File: src/rtl/tagged_stream_arbiter.sv
// +----------------------------------------------------------------------------+
// | tagged_stream_arbiter: packet-locked round-robin arbiter, N tagged inputs  |
// | to one output. Optional output register slice: TAGGED_ARBITER_OUT_REG_EN.  |
// | Revision: 1.0                                                              |
// +----------------------------------------------------------------------------+
`default_nettype none

module tagged_stream_arbiter #(
  parameter int  NUM_STREAMS = 4,
  parameter type data_t      = logic [31:0],
  parameter int  TAG_WIDTH   = 4,
  parameter int  KEEP_WIDTH  = 4,
  parameter int  GRANT_W     = (NUM_STREAMS > 1) ? $clog2(NUM_STREAMS) : 1
) (
  input  logic                                  clk,
  input  logic                                  rst,
  input  data_t                                 in_data [NUM_STREAMS],
  input  logic [NUM_STREAMS-1:0][TAG_WIDTH-1:0]  in_tag,
  input  logic [NUM_STREAMS-1:0][KEEP_WIDTH-1:0] in_keep,
  input  logic [NUM_STREAMS-1:0]                 in_last,
  input  logic [NUM_STREAMS-1:0]                 in_valid,
  output logic [NUM_STREAMS-1:0]                 in_ready,
  output data_t                                 out_data,
  output logic [TAG_WIDTH-1:0]                   out_tag,
  output logic [KEEP_WIDTH-1:0]                  out_keep,
  output logic                                  out_last,
  output logic                                  out_valid,
  input  logic                                  out_ready,
  output logic [GRANT_W-1:0]                     grant_idx,
  output logic                                  busy
);

  typedef enum logic [0:0] {
    S_IDLE   = 1'b0,
    S_LOCKED = 1'b1
  } state_t;

  typedef struct packed {
    data_t                 data;
    logic [TAG_WIDTH-1:0]  tag;
    logic [KEEP_WIDTH-1:0] keep;
    logic                  last;
  } beat_t;

  localparam logic [GRANT_W-1:0] c_last_idx = GRANT_W'(NUM_STREAMS - 1);

  state_t             r_state;
  logic               r_busy;
  logic [GRANT_W-1:0] r_grant_idx;
  logic [GRANT_W-1:0] r_last_grant;

  logic               w_locked;
  logic               w_src_valid;
  logic               w_src_ready;
  logic               w_beat_fire;
  beat_t              w_sel_beat;
  logic [GRANT_W-1:0] w_next_grant;
  logic [GRANT_W-1:0] w_cand;
  logic               w_found;

  assign w_locked    = (r_state == S_LOCKED);
  assign w_src_valid = w_locked & in_valid[r_grant_idx];
  assign w_beat_fire = w_src_valid & w_src_ready;

  always_comb begin
    w_sel_beat.data = in_data[r_grant_idx];
    w_sel_beat.tag  = in_tag[r_grant_idx];
    w_sel_beat.keep = in_keep[r_grant_idx];
    w_sel_beat.last = in_last[r_grant_idx];
  end

  // Rotating priority: search upward from the input after the last winner.
  always_comb begin
    w_next_grant = r_last_grant;
    w_found      = 1'b0;
    w_cand       = '0;
    for (int k = 1; k <= NUM_STREAMS; k++) begin
      w_cand = GRANT_W'((int'(r_last_grant) + k) % NUM_STREAMS);
      if (!w_found && in_valid[w_cand]) begin
        w_found      = 1'b1;
        w_next_grant = w_cand;
      end
    end
  end

  always_comb begin
    in_ready = '0;
    if (w_locked && !rst) begin
      in_ready[r_grant_idx] = w_src_ready;
    end
  end

  always_ff @(posedge clk) begin
    if (rst) begin
      r_state      <= S_IDLE;
      r_busy       <= 1'b0;
      r_grant_idx  <= '0;
      r_last_grant <= c_last_idx;
    end else begin
      case (r_state)
        S_IDLE: begin
          if (|in_valid) begin
            r_state     <= S_LOCKED;
            r_busy      <= 1'b1;
            r_grant_idx <= w_next_grant;
          end
        end
        S_LOCKED: begin
          if (w_beat_fire && w_sel_beat.last) begin
            r_state      <= S_IDLE;
            r_busy       <= 1'b0;
            r_last_grant <= r_grant_idx;
          end
        end
        default: begin
          r_state <= S_IDLE;
          r_busy  <= 1'b0;
        end
      endcase
    end
  end

  assign grant_idx = r_grant_idx;
  assign busy      = r_busy;

`ifdef TAGGED_ARBITER_OUT_REG_EN
  // Two-entry skid slice: the skid entry absorbs the beat accepted while out stalls.
  beat_t r_out_beat;
  beat_t r_skid_beat;
  logic  r_out_valid;
  logic  r_skid_valid;

  assign w_src_ready = !r_skid_valid;

  always_ff @(posedge clk) begin
    if (rst) begin
      r_out_valid  <= 1'b0;
      r_skid_valid <= 1'b0;
    end else if (out_ready || !r_out_valid) begin
      if (r_skid_valid) begin
        r_out_beat   <= r_skid_beat;
        r_out_valid  <= 1'b1;
        r_skid_valid <= 1'b0;
      end else begin
        r_out_beat  <= w_sel_beat;
        r_out_valid <= w_src_valid;
      end
    end else if (w_src_valid && !r_skid_valid) begin
      r_skid_beat  <= w_sel_beat;
      r_skid_valid <= 1'b1;
    end
  end

  assign out_valid = r_out_valid & !rst;
  assign out_data  = r_out_beat.data;
  assign out_tag   = r_out_beat.tag;
  assign out_keep  = r_out_beat.keep;
  assign out_last  = r_out_beat.last;
`else
  assign w_src_ready = out_ready;
  assign out_valid   = w_src_valid & !rst;
  assign out_data    = w_sel_beat.data;
  assign out_tag     = w_sel_beat.tag;
  assign out_keep    = w_sel_beat.keep;
  assign out_last    = w_sel_beat.last;
`endif

endmodule

`default_nettype wire

File: config.mk
export PLATFORM = sky130hd
export DESIGN_NAME = tagged_stream_arbiter
export DESIGN_NICKNAME = d
export VERILOG_FILES = /design/src/rtl/tagged_stream_arbiter.sv
export SDC_FILE = /design/constraint.sdc
export NUM_CORES = 1
export LEC_CHECK = 0
export ABC_AREA = 1
export BUFFER_PORTS_ARGS = -buffer_cell sky130_fd_sc_hd__buf_2
export CAP_MARGIN = 20
export CORE_ASPECT_RATIO = 0.5
export CORE_MARGIN = 5
export CORE_UTILIZATION = 30
export DETAILED_ROUTE_END_ITERATION = 6
export GPL_TIMING_DRIVEN = 0
export PLACE_DENSITY = 0.88
export SLEW_MARGIN = 15
export SYNTH_ARGS = -nofsm -noshare
export SYNTH_HDL_FRONTEND = slang
export SYNTH_SLANG_ARGS = --single-unit
File: constraint.sdc
create_clock -name clk -period 2.6 [get_ports clk]
set_clock_uncertainty 0.2 [all_clocks]
set_input_delay 0.78 -clock clk [delete_from_list [all_inputs] [get_ports clk]]
set_output_delay 0.78 -clock clk [all_outputs]
set_load 0.05 [all_outputs]
# After elaboration in Yosys (flattened, before gate mapping)
# Cells that the tools add are included.
# totals
register_bits,6
in_bits,171
output_inout_bits,49
wordCells,72
# op_classes
add_sub_neg,4
magnitude_cmp,7
n_eq_ne,2
muxes,35
bitwise,6
reduce_logical,14
# ops
cell,count
$bmux 32 s2,1
$mux 32,2
$bmux 4 s2,2
$lt 2x3->1 const B,5
$mux 1,14
$bmux 1 s2,6
$mux 4,3
$mux 2,4
$logic_and 1x1->1,6
$reduce_and 2->1,3
$add 2x1->2 const B,2
$add 2x2->2 const B,2
$and 4x4->4,1
$logic_not 1->1,4
$pmux 1 s2,2
$reduce_or 4->1,1
$and 1x1->1,3
$ge 3x3->1 const B,1
$not 2->3,1
$demux 1 s2,1
$ge 2x1->1 const B,1
$ne 2x1->1 const B,1
$ne 2x2->1 const B,1
$not 1->1,1

# Logic depth before layout (Yosys ltp)
# depth
word_depth,13
ltp_mapped,11
mapped_depth_nobuf,11

# Least setup slack after synthesis
# Ideal clock, no wire load.
# synth_path
path_kind,input -> output
start,input port rst
end,output port in_ready[0]
arrival_ns,2.050
t_required_ns,1.620
path_slack_ns,-0.430
path_stages,3
n_path_buf,0
cell_sequence,nor2_1 -> nand2_1 -> nor3_1
# synth_between
elab_chain_len,3
# synth_rtl
element,line,rtl
"start, declared",16,"input logic rst,"
$logic_not 1->1,88,if (w_locked && !rst) begin
$logic_and 1x1->1,88,
$mux 4,88,
"end, declared",22,"output logic [NUM_STREAMS-1:0] in_ready,"
# No other way between the ends.

# Final worst setup path
# layout_path
start,input port rst
end,output port in_ready[2]
# The elaborated chain is that of the path after synthesis.

==> out/metrics.cfg <==
[power]
pwr-share-seq=0.053
net-switching-power_uw=1570
switching_share=0.632
power_density_mw_per_mm2=859
leakagePower_uw=0.00168
combPwrFrac=0.891
peakVddDrop_v=0.000511
pwr-share-clk=0.057
p_int_uw=913
total_power_uw=2480

[floorplanning]
io_pins=220
die_area_mm2=0.00618
rows=17
die_x_um=106
fp.coreArea_mm2=0.00445
start_util=0.313
die_y_um=58.1

[worst_setup_path]
worst_setup_path_start_kind=input port
crit_fanout=5
crit_type=input port to output pin
crit_arrival_ns=1.56
end_kind=output pin
critPathRequiredTime_ns=1.62

[clock_tree]
cts_tree=yes
clkSinkCount=6
clockBufferDepth=2
clock_latency_ns=0.22
ctsHtreeMaxLevel=1
cts.reportedPaths.clkPinSlew_ns=0.04
clockRootBuffer=clkbuf_8
postCtsSetupBuffers=0
cts_buffers=3

[timing]
finalHoldViolCount=0
max_freq_mhz=393
fin_crit_sh=0.978
rsz0062_at_grt=true
slew_headroom=0.765
setup_viol=0
fin_crit_ns=2.54
tns_ns=0
slew_violations=0
worstMarginPinSlew_ns=0.350

[layout]
area_growth_pct=108
nNetsFinal=642
finalNonFillerCells=526
area.sequential_um2=125
design_area_mm2=0.00289
final_util=0.649
final_cell_mix=buf_2, nand2_1, a22oi_1
fillCellCount=421
multi_input_area_mm2=0.00123
diodes=0
drive_gt1_frac=0.591
final_common_cell=buf_2

[min_path]
hp-class=flip-flop to flip-flop

[outcome]
outcome=completed

[routing]
drc=0
avgViaCountPerCell=5.15
antenna_left=0
vias=2710
first_pass_iters=5
drt_iter0_drc=194
wl_um=8450
wl_per_cell_um=16.1

[place]
port_buffers=219
hpwl_um=6800
gp_congestion=0.902
dp_cells=523
placed_cell_area_mm2=0.00263

[logic_synthesis]
syn_area_mm2=0.00139
post-synth-top-area-cell=a22oi_1
yosysWarnings=0
yosysTopAreaCellShare=0.367
yosysSeqAreaShare=0.0864
ys_ff_latch=6
avgSynthCellArea_um2=5.63
syn_inst=247
synth_nets=418
synth_area_leaders=a22oi_1, nand2_1, dfxtp_1
ys_types=22

[global_routing]
grt_pass1_vias=2437
grt_max_degree=11
antenna_found_initial=0
grt_pass1_wl_um=12100
grt_use_total=0.242
grt-ovfl-total=0

[run]
drv_cap=0

critical path: stages:
cell      delay, ns
buf_2          0.14
nor2_2         0.15
nand2_2        0.10
nor2_1         0.13
clkbuf_4       0.25
synthesized netlist by cell type, drive strengths merged:
library cell	number
nand3	20
nand4	4
buf	14
a31oi	1
nand2	99
inv	13
o21ai	3
a21oi	5
dfxtp	6
nor2	7
o211ai	1
nor3	2
clkbuf	4
a22oi	68
worst paths after layout:
kind | startpoint | end | slack, ns | cells after the start
max | rst | in_ready[2] | 0.06 | 5
min | busy | busy | 0.27 | 2
max reg2reg | r_last_grant[1] | grant_idx[0] | 1.01 | 11
min reg2reg | busy | busy | 0.27 | 2
what timing repair did:
action,4_1_cts,5_1_grt
cloned,0,0
gates resized for setup,44,55
setup endpoints to repair,41,45
pin swaps,0,2
hold endpoints to repair,0,0
hold buffers,0,0
sequential cells by signal (all words and copies together), names as in the netlist:
name,count
r_state,1
grant_idx,2
r_last_grant,2
busy,1
per-layer routing:
layer	global-route usage	wire length (µm)	up-vias	share of wire
met3	0.0590	609	8	0.072
li1	-	-	1340	-
met2	0.405	4390	111	0.52
met5	0	0	-	0
met1	0.318	3370	1251	0.40
met4	0.0498	79	0	0.0093
layout make-up:
class / instances / area share
multi-input combinational: 210 / 0.427
timing repair buffer: 219 / 0.425
buffer: 18 / 0.0472
sequential: 6 / 0.0433
tap: 57 / 0.0247
inverter: 13 / 0.0186
clock buffer: 3 / 0.0143
cells by family after synthesis:
logic type             count (synthesis)  share of synthesized area
and+or+nand+nor                      132                      0.405
AOI/OAI and AO/OA                     78                      0.409
buffers and inverters                 31                     0.0999
DFF                                    6                     0.0864
metrics by stage:
stage | hold WS [ns] | worst slack, ns
floorplan | 0.296 | -0.0582
global placement | 0.259 | -0.0724
detailed placement | 0.257 | -0.0673
CTS | 0.266 | 0.000748
global route | 0.284 | -0.00566
finish | 0.267 | 0.0560
power by group through the flow:
| stage | clock network (µW) | logic [µW] | registers, µW |
|---|---|---|---|
| 6_report | 141 | 2210 | 130 |
| 5_1_grt | 160 | 2320 | 132 |
| 4_1_cts | 143 | 2120 | 128 |
| 3_5_place_dp | 0 | 1970 | 128 |
| 3_3_place_gp | 0 | 1960 | 127 |
| 2_1_floorplan | 0 | 1420 | 163 |
No activity file was read; power rests on OpenSTA's default activity.
